File: config.mk
export PLATFORM = sky130hd
export DESIGN_NAME = add_arb_flat
export DESIGN_NICKNAME = d
export VERILOG_FILES = /design/src/rtl/add_arb_if.sv /design/src/rtl/add_arb.sv /design/src/flat_wrapper.sv
export SDC_FILE = /design/constraint.sdc
export NUM_CORES = 1
export LEC_CHECK = 0
export CAP_MARGIN = 20
export CORE_ASPECT_RATIO = 0.5
export CORE_MARGIN = 4
export CORE_UTILIZATION = 32
export DETAILED_ROUTE_END_ITERATION = 7
export GPL_ROUTABILITY_DRIVEN = 0
export GPL_TIMING_DRIVEN = 0
export HOLD_SLACK_MARGIN = 0.12
export SLEW_MARGIN = 20
export SYNTH_ARGS = -nofsm -noshare
export SYNTH_HDL_FRONTEND = slang
export SYNTH_SLANG_ARGS = --single-unit
File: constraint.sdc
create_clock -name clk -period 8.2 [get_ports clk]
set_input_delay 1.64 -clock clk [delete_from_list [all_inputs] [get_ports clk]]
set_output_delay 1.64 -clock clk [all_outputs]
set_load 0.005 [all_outputs]
File: src/rtl/add_arb_if.sv
// add_arb_if: request and response handshakes of the two adder client ports
interface add_arb_if #(
    parameter int DATAWIDTH = 32
);
    logic                 r0_valid;
    logic                 r0_ready;
    logic [DATAWIDTH-1:0] r0_a;
    logic [DATAWIDTH-1:0] r0_b;
    logic                 r0_sub;
    logic                 r1_valid;
    logic                 r1_ready;
    logic [DATAWIDTH-1:0] r1_a;
    logic [DATAWIDTH-1:0] r1_b;
    logic                 r1_sub;
    logic                 rsp0_valid;
    logic                 rsp0_ready;
    logic [DATAWIDTH-1:0] rsp0_data;
    logic                 rsp1_valid;
    logic                 rsp1_ready;
    logic [DATAWIDTH-1:0] rsp1_data;

    modport master (
        output r0_valid, r0_a, r0_b, r0_sub,
        output r1_valid, r1_a, r1_b, r1_sub,
        output rsp0_ready, rsp1_ready,
        input  r0_ready, r1_ready,
        input  rsp0_valid, rsp0_data, rsp1_valid, rsp1_data
    );

    modport slave (
        input  r0_valid, r0_a, r0_b, r0_sub,
        input  r1_valid, r1_a, r1_b, r1_sub,
        input  rsp0_ready, rsp1_ready,
        output r0_ready, r1_ready,
        output rsp0_valid, rsp0_data, rsp1_valid, rsp1_data
    );
endinterface

File: src/rtl/add_arb.sv
// add_arb: round-robin sharing of one adder between two ports with per-port result slots
module add_arb #(
    parameter int DATAWIDTH = 32
) (
    input logic     clk,
    input logic     rst_n,
    add_arb_if.slave bus
);
    logic                 last;
    logic                 v0;
    logic                 v1;
    logic [DATAWIDTH-1:0] d0;
    logic [DATAWIDTH-1:0] d1;
    logic                 elig0;
    logic                 elig1;
    logic                 gnt0;
    logic                 gnt1;
    logic [DATAWIDTH-1:0] op_a;
    logic [DATAWIDTH-1:0] op_b;
    logic                 op_sub;
    logic [DATAWIDTH-1:0] sum;

    // eligibility, round-robin grant and the single shared adder fed by the winner
    always_comb begin
        elig0  = bus.r0_valid && (!v0 || bus.rsp0_ready);
        elig1  = bus.r1_valid && (!v1 || bus.rsp1_ready);
        gnt0   = elig0 && (!elig1 || last);
        gnt1   = elig1 && (!elig0 || !last);
        op_a   = gnt1 ? bus.r1_a : bus.r0_a;
        op_b   = gnt1 ? bus.r1_b : bus.r0_b;
        op_sub = gnt1 ? bus.r1_sub : bus.r0_sub;
        sum    = op_a + (op_sub ? ~op_b : op_b) + {{(DATAWIDTH-1){1'b0}}, op_sub};
    end

    // last-winner pointer and response slots; a grant refills a slot even while it drains
    always_ff @(posedge clk or negedge rst_n) begin
        if (!rst_n) begin
            last <= 1'b1;
            v0   <= 1'b0;
            v1   <= 1'b0;
            d0   <= '0;
            d1   <= '0;
        end else begin
            if (gnt0 || gnt1) last <= gnt1;
            v0 <= gnt0 || (v0 && !bus.rsp0_ready);
            v1 <= gnt1 || (v1 && !bus.rsp1_ready);
            if (gnt0) d0 <= sum;
            if (gnt1) d1 <= sum;
        end
    end

    assign bus.r0_ready   = gnt0;
    assign bus.r1_ready   = gnt1;
    assign bus.rsp0_valid = v0;
    assign bus.rsp1_valid = v1;
    assign bus.rsp0_data  = d0;
    assign bus.rsp1_data  = d1;
endmodule

File: src/flat_wrapper.sv
// flat-port wrapper written by rule: the top's interface ports become plain ports
module add_arb_flat 
#(
    parameter int DATAWIDTH = 32
)
  (clk, rst_n, bus_r0_valid, bus_r0_a, bus_r0_b, bus_r0_sub, bus_r1_valid, bus_r1_a, bus_r1_b, bus_r1_sub, bus_rsp0_ready, bus_rsp1_ready, bus_r0_ready, bus_r1_ready, bus_rsp0_valid, bus_rsp0_data, bus_rsp1_valid, bus_rsp1_data);
  add_arb_if #(.DATAWIDTH(DATAWIDTH)) bus_i ();
  input logic clk;
  input logic rst_n;
  input wire logic [$bits(bus_i.r0_valid)-1:0] bus_r0_valid;
  input wire logic [$bits(bus_i.r0_a)-1:0] bus_r0_a;
  input wire logic [$bits(bus_i.r0_b)-1:0] bus_r0_b;
  input wire logic [$bits(bus_i.r0_sub)-1:0] bus_r0_sub;
  input wire logic [$bits(bus_i.r1_valid)-1:0] bus_r1_valid;
  input wire logic [$bits(bus_i.r1_a)-1:0] bus_r1_a;
  input wire logic [$bits(bus_i.r1_b)-1:0] bus_r1_b;
  input wire logic [$bits(bus_i.r1_sub)-1:0] bus_r1_sub;
  input wire logic [$bits(bus_i.rsp0_ready)-1:0] bus_rsp0_ready;
  input wire logic [$bits(bus_i.rsp1_ready)-1:0] bus_rsp1_ready;
  output wire logic [$bits(bus_i.r0_ready)-1:0] bus_r0_ready;
  output wire logic [$bits(bus_i.r1_ready)-1:0] bus_r1_ready;
  output wire logic [$bits(bus_i.rsp0_valid)-1:0] bus_rsp0_valid;
  output wire logic [$bits(bus_i.rsp0_data)-1:0] bus_rsp0_data;
  output wire logic [$bits(bus_i.rsp1_valid)-1:0] bus_rsp1_valid;
  output wire logic [$bits(bus_i.rsp1_data)-1:0] bus_rsp1_data;
  assign bus_i.r0_valid = bus_r0_valid;
  assign bus_i.r0_a = bus_r0_a;
  assign bus_i.r0_b = bus_r0_b;
  assign bus_i.r0_sub = bus_r0_sub;
  assign bus_i.r1_valid = bus_r1_valid;
  assign bus_i.r1_a = bus_r1_a;
  assign bus_i.r1_b = bus_r1_b;
  assign bus_i.r1_sub = bus_r1_sub;
  assign bus_i.rsp0_ready = bus_rsp0_ready;
  assign bus_i.rsp1_ready = bus_rsp1_ready;
  assign bus_r0_ready = bus_i.r0_ready;
  assign bus_r1_ready = bus_i.r1_ready;
  assign bus_rsp0_valid = bus_i.rsp0_valid;
  assign bus_rsp0_data = bus_i.rsp0_data;
  assign bus_rsp1_valid = bus_i.rsp1_valid;
  assign bus_rsp1_data = bus_i.rsp1_data;
  add_arb #(.DATAWIDTH(DATAWIDTH)) u_core (.clk(clk), .rst_n(rst_n), .bus(bus_i));
endmodule
==> results of run 1 <==
[final timing paths]
| path | cells past startpoint | to | startpoint |
|---|---|---|---|
| setup reg to reg | 17 | u_core.bus.rsp0_data[25] | u_core.last |
| hold reg to reg | 2 | u_core.bus.rsp1_data[9] | u_core.bus.rsp1_data[9] |
| hold / removal | 2 | u_core.bus.rsp1_data[9] | u_core.bus.rsp1_data[9] |
| min in group asynchronous | 1 | u_core.bus.rsp1_valid | rst_n |
| setup / recovery | 18 | u_core.bus.rsp0_data[25] | bus_r0_valid |
| max in group asynchronous | 2 | u_core.bus.rsp1_data[3] | rst_n |
[kinds of logic after synthesis]
group                      count (synthesis)  share of synthesized area
AOI/OAI and AO/OA                        176                      0.208
xor gates and xnor gates                  57                     0.0930
adders and majority gates                 31                     0.0737
buffers and inverters                     53                     0.0389
DFF                                       67                      0.313
muxes                                     36                     0.0704
and+or+nand+nor                          254                      0.204
[flip-flops by register name (all words and copies together), names as in the netlist]
register               cells
u_core.bus.rsp0_valid      1
u_core.bus.rsp1_valid      1
u_core.last                1
u_core.bus.rsp1_data      32
u_core.bus.rsp0_data      32
[layout make-up]
class,count,area share
clock inverter,6,0.0112
timing repair buffer,204,0.256
sequential,67,0.209
clock buffer,9,0.0281
buffer,41,0.0204
tap,227,0.0354
inverter,12,0.00562
multi-input combinational,554,0.434
[cell usage after synthesis (all sizes together) (7+ instances only)]
cell type  count
a21o          13
a21oi         40
buf           15
clkbuf        26
dfrtp         66
ha            30
inv           11
mux2i         35
nand2        179
nand2b         7
nand3          7
nand4         11
nor2          22
nor3           8
o211ai         8
o21a           9
o21ai         61
o31ai         14
xnor2         14
xor2          43
[per-layer routing]
metal / GRT usage / vias up
met2: 0.328 / 207
met1: 0.294 / 2666
met4: 0.0441 / 0
met3: 0.0298 / 23
met5: 0 / -
li1: - / 2776
[worst max-delay path, stage by stage]
cell and delay (ns):
clkdlybuf4s50_1 0.50, nand2_1 0.10, o211ai_4 0.31, clkbuf_1 0.47
clkbuf_1 0.46, buf_1 0.64, nand2_1 0.11, nand2_1 0.11
ha_1 0.22, clkbuf_1 0.21, a21oi_1 0.25, nor2_1 0.06
nor4b_1 0.40, o41ai_1 0.19, a221o_1 0.48, a21boi_1 0.20
xor2_1 0.42, o21ai_1 0.10
[power by group through the flow]
stage,Clock (µW),Sequential [µW],Combinational (µW)
finish,425,579,1340
global route,442,599,1470
floorplan,0,581,679
detailed placement,0,584,1330
CTS,429,582,1340
global placement,0,581,1320
[placed cells by master, fill, tap and decap left out, types with 2 or more instances in the layout]
cell | synthesis | routed
a211oi_1 | 2 | 2
a31oi_1 | 6 | 6
clkdlybuf4s50_1 | 0 | 202
buf_1 | 12 | 12
and3_1 | 5 | 5
clkbuf_16 | 0 | 9
nor4b_1 | 2 | 2
nand4_1 | 11 | 11
a21oi_1 | 39 | 39
o21ai_0 | 53 | 53
o21ai_1 | 8 | 8
clkbuf_1 | 26 | 26
nand3_1 | 7 | 7
nor2b_1 | 2 | 2
xnor2_1 | 14 | 14
o31a_1 | 2 | 2
dfrtp_1 | 66 | 66
nor3_1 | 7 | 7
a211oi_2 | 2 | 2
o211ai_1 | 7 | 7
nor2_1 | 22 | 22
mux2i_1 | 34 | 34
o21a_1 | 9 | 9
xor2_1 | 43 | 43
nand2b_1 | 7 | 7
nand2_1 | 179 | 179
buf_2 | 2 | 2
o22ai_1 | 3 | 3
o41ai_1 | 3 | 3
o21bai_1 | 5 | 5
o31ai_1 | 13 | 13
bufinv_16 | 0 | 2
inv_1 | 11 | 11
or3_1 | 2 | 2
ha_1 | 30 | 30
a21o_1 | 13 | 13
nand3b_1 | 2 | 2
[metrics by stage]
step | cell area (µm²) | setup WS [ns] | utilization | instances | power (µW)
5_1_grt | 8020 | 1.22 | 0.489 | 1120 | 2510
3_3_place_gp | 7680 | 1.22 | 0.469 | 1104 | 1900
2_1_floorplan | 5370 | 3.03 | - | 674 | 1260
6_report | 8020 | 1.51 | 0.489 | 1120 | 2350
3_5_place_dp | 7700 | 1.30 | 0.470 | 1105 | 1910
4_1_cts | 8020 | 1.64 | 0.489 | 1120 | 2350
==> flow_summary.ini, run 1 <==
[outcome]
status = finished, final reports clean

[power]
powerDensity_nw_per_um2 = 293
p_switching_uw = 961
irDropWorstVdd_mv = 0.126
p_comb_frac = 0.572
internal_power_uw = 1390
seqPwrFrac = 0.247
switching_share = 0.409
p_leak_uw = 0.00359
clockPowerShare = 0.181

[route]
postRouteAntennaNets = 0
drt_pass1_iterations = 6
num_vias = 5672
wl_per_cell_um = 18.0
topRoutingLayerUsed = met4
vias_per_cell = 5.06
drc = 0
met2_length_um = 9070
wl_met3_um = 1260
routed_wl_um = 20100
wl_met1_um = 9550
drtIter0Drc = 298

[critical_path]
r2r_slack_ns = 2.78
crit_fanout = 10
cp-start-kind = primary input
critical_path_class = in -> reg
arrival_ns = 6.89
cp-end-kind = flop
worst-endpoint-required_ns = 8.41

[finish]
n_antenna_cell = 0
fillers = 1642
area_growth_pct = 49.3
layout.nets = 1056
multi_input_area_um2 = 3480
regArea_um2 = 1680
layout-drive-gt1-share = 0.0347

[die]
row_count = 33
num_io_pins = 204
start_util = 0.327
fp.dieW_um = 191
core_area_um2 = 16400
die_height_um = 99.6
die-area_um2 = 19000

[logic_synthesis]
ys_ff_latch = 67
yosys.area.top_type = dfrtp_1
seq_area_frac_synth = 0.313
yosys-top-cells-area = dfrtp_1 (31%), nand2_1 (13%), xor2_1 (7.0%)
syn-num-nets = 841
synth-main-ff-cell = dfrtp_1
synth_cells = 674
ys_types = 59
syn_avg_cell_area_um2 = 7.96
ys_warn_count = 0
async_flop_share = 1.00
synth_edf_count = 0
syn_area_um2 = 5370
synth_top_area_share = 0.308

[flow_run]
maxCapViolations = 0

[sta]
fmax_mhz = 150
final_hold_viol_count = 0
timing.final.crit_share = 0.815
period_minus_slack_ns = 6.69
drv_slew = 0
rsz0062_at_grt = no
clock_skew_ns = 0.00322
setup_violations = 0
tightestPinTransition_ns = 0.832
slew_headroom = 0.445
timing.hold.ws_ns = 0.478
finalSetupTns_ns = 0

[clocking]
clkTransAtPathRegs_ns = 0.06
clock-sinks = 67
cts.htree.levels = 3
cts_hold_buf = 0
numCtsBuffers = 9
cts_tree = yes
clockBufferDepth = 2
cts_setup_buffers = 0
cts_resized = 0
clk-insertion-delay-late_ns = 0.33
cts_root_buf = clkbuf_16

[global_route]
grt_pass1_vias = 5468
grt_first_pass_wirelength_um = 30400
grt_max_degree = 36
antenna_found_initial = 0
gr-total-overflow = 0
grt_usage = 0.204

[placed_design]
dp_hpwl_um = 16300
port_buffers = 203

[worst_hold_path]
hold_path.class = reg -> reg
(Power assumes the default switching activity.)
==> run 2, diff against run 1 <==
==> constraint.sdc (replaced) <==
create_clock -name clk -period 6.3 [get_ports clk]
set_input_delay 1.26 -clock clk [delete_from_list [all_inputs] [get_ports clk]]
set_output_delay 1.26 -clock clk [all_outputs]
set_load 0.005 [all_outputs]
==> run 2 against run 1 <==
Register-to-register slack worse by 1.5 ns. Wire length is 0.40% lower. Core utilization stayed put. Critical path depth is 2 lower. Global-route usage stayed put. Clock skew is 0.0014 ns higher. Final area stayed put. Critical path type unchanged. Critical endpoint unchanged. Largest cell class unchanged.
==> flow_summary.ini, run 2 (same netlist as run 1, synthesis figures left out) <==
[global_route]
grt_max_degree = 36
grt_first_pass_wirelength_um = 30400
antenna_found_initial = 0
gr-total-overflow = 0
grt_pass1_vias = 5468
grt_usage = 0.204

[sta]
timing.final.crit_share = 0.936
final_hold_viol_count = 0
slew_headroom = 0.438
finalSetupTns_ns = 0
timing.hold.ws_ns = 0.478
period_minus_slack_ns = 5.89
clock_skew_ns = 0.00461
rsz0062_at_grt = no
fmax_mhz = 170
tightestPinTransition_ns = 0.842
drv_slew = 0
setup_violations = 0

[route]
drt_pass1_iterations = 5
drc = 0
postRouteAntennaNets = 0
wl_per_cell_um = 17.9
routed_wl_um = 20100
num_vias = 5627
drtIter0Drc = 331
vias_per_cell = 5.03

[clocking]
cts_root_buf = clkbuf_16
cts.htree.levels = 3
cts_tree = yes
clock-sinks = 67
clockBufferDepth = 2
cts_setup_buffers = 0
numCtsBuffers = 9
clk-insertion-delay-late_ns = 0.33
clkTransAtPathRegs_ns = 0.06

[outcome]
status = finished, final reports clean

[die]
row_count = 33
die_height_um = 99.6
die-area_um2 = 19000
core_area_um2 = 16400
fp.dieW_um = 191
start_util = 0.327
num_io_pins = 204

[flow_run]
maxCapViolations = 0

[power]
total_power_uw = 3050
p_switching_uw = 1250
powerDensity_nw_per_um2 = 381
p_leak_uw = 0.00359
switching_share = 0.409
clockPowerShare = 0.181
p_comb_frac = 0.571
internal_power_uw = 1800
irDropWorstVdd_mv = 0.163
seqPwrFrac = 0.247

[finish]
area_growth_pct = 49.3
layout.nets = 1055
final_util = 0.489
layout-drive-gt1-share = 0.0381
final_common_cell = clkdlybuf4s50_1
final_cell_mix = clkdlybuf4s50_1 (202), nand2_1 (179), dfrtp_1 (66)
n_antenna_cell = 0

[critical_path]
arrival_ns = 6.10
cp-end-kind = flop
cp-start-kind = primary input
crit_fanout = 14
worst-endpoint-required_ns = 6.51
critical_path_class = in -> reg

[worst_hold_path]
hold_path.class = reg -> reg

[placed_design]
dp_hpwl_um = 16300
port_buffers = 203
-- run 2: changes by cell type in the layout (fill, tap and decap cells not counted), sizes merged --
cell / change
buf: -3
clkbuf: +2
-- run 2: final timing paths --
kind / from / end / slack [ns] / depth (start not counted)
worst min-delay path: u_core.bus.rsp1_data[9] / u_core.bus.rsp1_data[9] / 0.48 / 2
worst max register to register: u_core.last / u_core.bus.rsp0_data[25] / 1.28 / 15
worst min register to register: u_core.bus.rsp1_data[9] / u_core.bus.rsp1_data[9] / 0.48 / 2
max in group asynchronous: rst_n / u_core.bus.rsp0_data[7] / 4.87 / 2
worst max-delay path: bus_r0_valid / u_core.bus.rsp0_data[25] / 0.41 / 16
min in group asynchronous: rst_n / u_core.bus.rsp1_valid / 0.87 / 1
-- run 2: cell type report --
type | instances | area, µm²
clock buffer | 9 | 225
timing repair buffer | 204 | 2050
tap | 227 | 284
fill | 1641 | 8380
sequential | 67 | 1680
buffer | 40 | 164
clock inverter | 6 | 90.1
multi-input combinational | 554 | 3480
inverter | 12 | 45.0
-- run 2: through the flow --
stage	cell area, µm²	std cells	worst slack [ns]
finish	8020	1119	0.405
global route	8020	1119	0.0914
CTS	8020	1120	0.122
detailed placement	7700	1105	-0.221
global placement	7680	1104	-0.298
floorplan	5370	674	1.51
-- run 2: timing repair --
item	CTS	global route
setup endpoints to repair	0	11
gates resized for setup	0	3
hold buffers	0	0
endpoints found under the hold margin	0	0
-- run 2: routing by layer --
layer,track usage,share of wire
met4,0.0441,0.013
met3,0.0298,0.057
met5,0,0
met2,0.328,0.45
met1,0.294,0.48
-- run 2: worst max-delay path, stage by stage --
cell             delay (ns)
clkdlybuf4s50_1        0.50
nand2_1                0.10
o211ai_4               0.51
mux2i_1                0.42
buf_1                  0.59
xor2_1                 0.21
ha_1                   0.24
clkbuf_1               0.21
a21oi_1                0.25
nor2_1                 0.06
nor4b_1                0.38
o41ai_1                0.19
a221o_1                0.47
a21boi_1               0.19
xor2_1                 0.40
o21ai_1                0.10
-- run 2: power by group through the flow --
stage | combinational (µW) | sequential (µW) | clock, µW
after CTS | 1740 | 757 | 558
after global routing | 1910 | 779 | 576
final | 1740 | 754 | 554
after global placement | 1720 | 756 | 0
after floorplan | 883 | 757 | 0
after detailed placement | 1730 | 760 | 0
